### src/rtl/sram_port_arbiter.sv
// Purpose: shares one SRAM-like bus port between the fetch (inst) and data requesters, routing responses in order.
// Latency: grant and addr_ok are combinational; responses pass through with zero added cycles.
// Backpressure: requesters hold until addr_ok; no grant while MAX_OUT transactions are outstanding.
// Optional feature macro: ARB_RR_EN (round-robin arbitration; fixed data-over-inst priority when undefined).

// Generic synchronous FIFO with occupancy count; the caller never pushes when full or pops when empty.
module sram_arb_fifo #(
  parameter int DW = 2,
  parameter int AW = 1
) (
  input  logic          clk,
  input  logic          rst,
  input  logic          push,
  input  logic [DW-1:0] push_dat,
  input  logic          pop,
  output logic [DW-1:0] pop_dat,
  output logic [AW:0]   count
);

  logic [DW-1:0] mem [2**AW];
  logic [AW-1:0] wr_ptr;
  logic [AW-1:0] rd_ptr;

  // storage write; contents need no reset because count qualifies them
  always_ff @(posedge clk) begin
    if (push) mem[wr_ptr] <= push_dat;
  end

  // pointers wrap naturally at 2**AW; simultaneous push and pop keep count unchanged
  always_ff @(posedge clk or posedge rst) begin
    if (rst) begin
      wr_ptr <= '0;
      rd_ptr <= '0;
      count  <= '0;
    end else begin
      if (push) wr_ptr <= wr_ptr + 1'b1;
      if (pop)  rd_ptr <= rd_ptr + 1'b1;
      case ({push, pop})
        2'b10:   count <= count + 1'b1;
        2'b01:   count <= count - 1'b1;
        default: count <= count;
      endcase
    end
  end

  assign pop_dat = mem[rd_ptr];

endmodule

// Top-level arbiter.
module sram_port_arbiter #(
  parameter int MAX_OUT = 2,
  parameter int TAG_AW  = 1
) (
  input  logic        clk,
  input  logic        rst,
  input  logic        inst_req,
  input  logic [31:0] inst_addr,
  output logic        inst_addr_ok,
  output logic        inst_data_ok,
  output logic [31:0] inst_rdata,
  input  logic        data_req,
  input  logic        data_wr,
  input  logic [3:0]  data_wstrb,
  input  logic [31:0] data_addr,
  input  logic [31:0] data_wdata,
  output logic        data_addr_ok,
  output logic        data_data_ok,
  output logic [31:0] data_rdata,
  output logic        bus_req,
  output logic        bus_wr,
  output logic [3:0]  bus_wstrb,
  output logic [31:0] bus_addr,
  output logic [31:0] bus_wdata,
  input  logic        bus_addr_ok,
  input  logic        bus_data_ok,
  input  logic [31:0] bus_rdata,
  output logic        stallreq_if,
  output logic        stallreq_mem,
  output logic [2:0]  outstanding,
  output logic        resp_err
);

  localparam int            CW      = TAG_AW + 1;
  localparam logic [CW-1:0] MAX_CNT = CW'(MAX_OUT);

  logic [CW-1:0] fifo_cnt;
  logic [CW-1:0] rd_cnt;
  logic [1:0]    head;      // {is_data_read, tag}; tag 0 = inst, 1 = data
  logic [1:0]    push_dat;
  logic          full;
  logic          empty;
  logic          sel_data;
  logic          grant_any;
  logic          accept;
  logic          pop;
  logic          rd_pending;

  assign full  = (fifo_cnt == MAX_CNT);
  assign empty = (fifo_cnt == '0);

`ifdef ARB_RR_EN
  logic rr_ptr;  // 0 = inst has the turn, 1 = data has the turn

  // contention goes to whichever requester the pointer names
  always_comb begin
    sel_data = data_req & (~inst_req | rr_ptr);
  end

  // after any accepted grant the turn passes to the other requester
  always_ff @(posedge clk or posedge rst) begin
    if (rst)         rr_ptr <= 1'b0;
    else if (accept) rr_ptr <= ~sel_data;
  end
`else
  // data side always wins over fetch
  always_comb begin
    sel_data = data_req;
  end
`endif

  // full is judged on registered occupancy, so a same-cycle pop cannot unblock a grant
  assign grant_any = (inst_req | data_req) & ~full;
  assign accept    = grant_any & bus_addr_ok;

  // drive the bus from the winner; everything is zero when nothing is granted
  always_comb begin
    bus_req   = 1'b0;
    bus_wr    = 1'b0;
    bus_wstrb = 4'b0000;
    bus_addr  = 32'h0;
    bus_wdata = 32'h0;
    if (grant_any) begin
      bus_req = 1'b1;
      if (sel_data) begin
        bus_wr    = data_wr;
        bus_wstrb = data_wr ? data_wstrb : 4'b0000;
        bus_addr  = data_addr;
        bus_wdata = data_wr ? data_wdata : 32'h0;
      end else begin
        bus_addr  = inst_addr;
      end
    end
  end

  assign inst_addr_ok = accept & ~sel_data;
  assign data_addr_ok = accept &  sel_data;

  assign push_dat = {sel_data & ~data_wr, sel_data};
  assign pop      = bus_data_ok & ~empty;

  sram_arb_fifo #(
    .DW (2),
    .AW (TAG_AW)
  ) u_tag_fifo (
    .clk      (clk),
    .rst      (rst),
    .push     (accept),
    .push_dat (push_dat),
    .pop      (pop),
    .pop_dat  (head),
    .count    (fifo_cnt)
  );

  assign inst_data_ok = pop & ~head[0];
  assign data_data_ok = pop &  head[0];
  assign inst_rdata   = bus_rdata;
  assign data_rdata   = bus_rdata;
  assign outstanding  = 3'(fifo_cnt);

  // count of data reads still awaiting their response
  always_ff @(posedge clk or posedge rst) begin
    if (rst) begin
      rd_cnt <= '0;
    end else begin
      case ({accept & push_dat[1], pop & head[1]})
        2'b10:   rd_cnt <= rd_cnt + 1'b1;
        2'b01:   rd_cnt <= rd_cnt - 1'b1;
        default: rd_cnt <= rd_cnt;
      endcase
    end
  end

  // a read answered in this cycle no longer holds the memory stage
  always_comb begin
    rd_pending = 1'b0;
    if (rd_cnt > CW'(1))
      rd_pending = 1'b1;
    else if (rd_cnt == CW'(1))
      rd_pending = ~(pop & head[1]);
  end

  assign stallreq_if  = inst_req & ~inst_addr_ok;
  assign stallreq_mem = (data_req & ~data_addr_ok) | rd_pending;

  // a response with nothing outstanding is dropped and flagged until reset
  always_ff @(posedge clk or posedge rst) begin
    if (rst)                       resp_err <= 1'b0;
    else if (bus_data_ok & empty)  resp_err <= 1'b1;
  end

endmodule

### config.mk
export PLATFORM = sky130hd
export DESIGN_NAME = sram_port_arbiter
export DESIGN_NICKNAME = d
export VERILOG_FILES = /design/src/rtl/sram_port_arbiter.sv
export SDC_FILE = /design/constraint.sdc
export NUM_CORES = 1
export LEC_CHECK = 0
export CAP_MARGIN = 10
export CORE_AREA = 2 2 109 111
export DETAILED_ROUTE_END_ITERATION = 7
export DIE_AREA = 0 0 111 113
export SETUP_SLACK_MARGIN = 0.3
export SLEW_MARGIN = 20
export SYNTH_ARGS = -nofsm -noshare
export SYNTH_HDL_FRONTEND = slang
export SYNTH_SLANG_ARGS = --single-unit
### constraint.sdc
create_clock -name clk -period 1.9 [get_ports clk]
set_input_delay 0.19 -clock clk [delete_from_list [all_inputs] [get_ports clk]]
set_output_delay 0.19 -clock clk [all_outputs]
set_load 0.01 [all_outputs]
==> out/metrics.csv <==
metric;value;unit
outcome;complete, no violations;
GRT Total Usage;10.8;%
Placement Cell Area;3370;um^2
clk_skew;3.06;ps
Post-CTS Hold Fix Bufs;0;
PD cells;850;nW/um^2
layer with the highest usage;met2;
row count;39;
number of distinct library cells after synthesis;26;
Min Clock Period, post-route;1720;ps
placed cells;488;
initial drt markers;45;
cell area after layout;3850;um^2
CTS tree;built;
Synth Net Count;369;
Pleak;0.00175;uW
Vias;1944;
Avg Inst Size Synth;7.97;um^2
DRC Markers;0;
Synth-to-Final Area Change;113;%
total CTS buffers;3;
max-cap viol count;0;
critical path type;reg2out;
final non-filler cell total;510;
GRT met3 Usage;3.16;%
Startpoint Class;flop;
layout cells sized above 1;41.7;%
Port Buf Inserts;185;
vias in the first global route;2087;
Max Transition Viols Final;0;
Hold Fails Final Rpt;0;
post-layout total power;3270;uW
Final Util;34.2;%
Die ar.;12500;um^2
Core ar.;11300;um^2
# diodes;0;
Critical Path RT;1710;ps
first-pass GRT wire length;10900;um
Die Span X;111;um
remaining antenna violation count;0;
grt ovf;0;
Max Clock Freq;0.580;GHz
clk_lat worst skew;240;ps
# IOs;283;
router iterations before antenna repair;2;
# nets final;510;
CTS Sinks;11;
RSZ-0062 raised after global routing;true;
Synth Cell Area;1810;um^2
root buffer cell;clkbuf_16;
met1 usage;11.7;%
CTS H-tree depth;1;
VDD IR max;0.352;mV
HPWL reported at the end of detailed placement;5240;um
sequential-to-total area share from yosys stat;16.3;%
Initial Util;16.1;%
post-synthesis register bit count;11;
clk slew on worst S/H paths;40;ps
number of fill cells;1163;
clock tree buffer depth;2;
WL/cell;14.6;um
final setup vio count;0;
cells after synthesis;227;
met2 Use GR;20.6;%
die height;113;um
initial antenna violation count;0;
Critical Path AT;1530;ps
CP endpoint kind;primary output;
Avg Vias per Cell;3.81;
RD Place Congestion;0.801;
largest net degree at the start of global routing;33;
yosys warns;0;
min-delay worst type;in2async;
Routed WL;7450;um
Period Utilization, post-route;90.7;%
maximum fanout along the worst path;4;
[cells in the final DEF (no fill, tap or decap), drive strengths merged]
cell / n
nor2b: 2
nand2: 1
ha: 3
inv: 4
o211ai: 1
buf: 98
a21o: 1
and3: 3
clkdlybuf4s50: 107
edfxtp: 4
mux2i: 34
o2bb2ai: 1
xor2: 2
nand2b: 2
conb: 1
o21a: 1
dfrtp: 7
nor3b: 1
o21ai: 3
xnor2: 5
dlygate4sd2: 3
and2: 36
clkbuf: 8
nor2: 39
[routing by layer]
| layer | part of all wire, % | vias to the layer above |
|---|---|---|
| met5 | 0 | - |
| met4 | 1.5 | 0 |
| met3 | 9.5 | 17 |
| met2 | 52 | 116 |
| met1 | 37 | 870 |
| li1 | - | 941 |
[kinds of logic after synthesis]
| logic type | Yosys count | synth area share (%) |
|---|---|---|
| compound gates | 7 | 2.56 |
| xor+xnor | 7 | 3.39 |
| fa+ha+maj | 3 | 2.07 |
| buf+inv | 80 | 32.6 |
| flops | 11 | 16.3 |
| mux | 34 | 18.8 |
| other cells | 1 | 0.207 |
| simple gates | 84 | 24.0 |
[critical path, cell delays in order, from the launching register on]
cell and delay, ps:
dfrtp_1 370, nand2b_4 170, and3_4 210, buf_12 150, clkbuf_16 150, and2_4 130
buf_6 110
[metrics by stage]
step	hold WS, ps	setup WS (ps)	setup TNS, ps
global route	246	131	0
detailed placement	380	-72.2	-1450
floorplan	-6.60	374	0
global placement	380	-52.8	-592
CTS	223	133	0
finish	209	176	0
[registers in the layout, indices dropped and copies added (netlist names)]
register / count
u_tag_fifo.mem: 4
rd_cnt: 2
u_tag_fifo.count: 2
resp_err: 1
u_tag_fifo.rd_ptr: 1
u_tag_fifo.wr_ptr: 1
[timing repair]
| action | in CTS | in global routing |
|---|---|---|
| gates cloned | 5 | 2 |
| endpoints found under the hold margin | 0 | 0 |
| buffers inserted | 7 | 4 |
| pin swaps | 10 | 33 |
| resized for setup | 300 | 113 |
| endpoints found under the setup margin | 80 | 71 |
[synthesized netlist by cell type, drive strengths merged]
master,number,area share [%]
xnor2,5,2.4
nand2b,2,1.1
o211ai,1,0.42
o21a,1,0.42
ha,3,2.1
nor2b,2,0.69
clkbuf,2,0.83
o2bb2ai,1,0.48
buf,74,31
and2,36,12
inv,4,0.83
o21ai,3,0.83
conb,1,0.21
a21o,1,0.42
mux2i,34,19
and3,3,1.0
dfrtp,7,9.7
nand2,1,0.21
edfxtp,4,6.6
nor2,39,8.1
xor2,2,0.97
nor3b,1,0.42
[area by class of cell]
type	count	area (um^2)	share of cell area, %
multi-input cells	136	1160	30.0
well taps	143	179	4.64
inverters	4	15.0	0.390
clock buffers	4	78.8	2.05
flip-flops and latches	11	295	7.66
repair buffers	212	2130	55.2
[final timing paths]
kind / slack, ps / cells past startpoint / endpoint / from
max in group asynchronous: 1460 / 2 / u_tag_fifo.wr_ptr / rst
hold reg to reg: 450 / 1 / resp_err / resp_err
min in group clk: 360 / 1 / u_tag_fifo.mem[1][0] / data_req
hold / removal: 210 / 2 / u_tag_fifo.rd_ptr / rst
setup / recovery: 180 / 6 / bus_wdata[11] / u_tag_fifo.count[0]
setup reg to reg: 260 / 9 / u_tag_fifo.count[1] / u_tag_fifo.count[1]
[where the power goes]
group / internal [uW] / total [uW] / switching [uW]
combinational: 1430 / 2490 / 1060
clock: 282 / 382 / 100
sequential: 337 / 403 / 66.1
(Power assumes the default switching activity.)
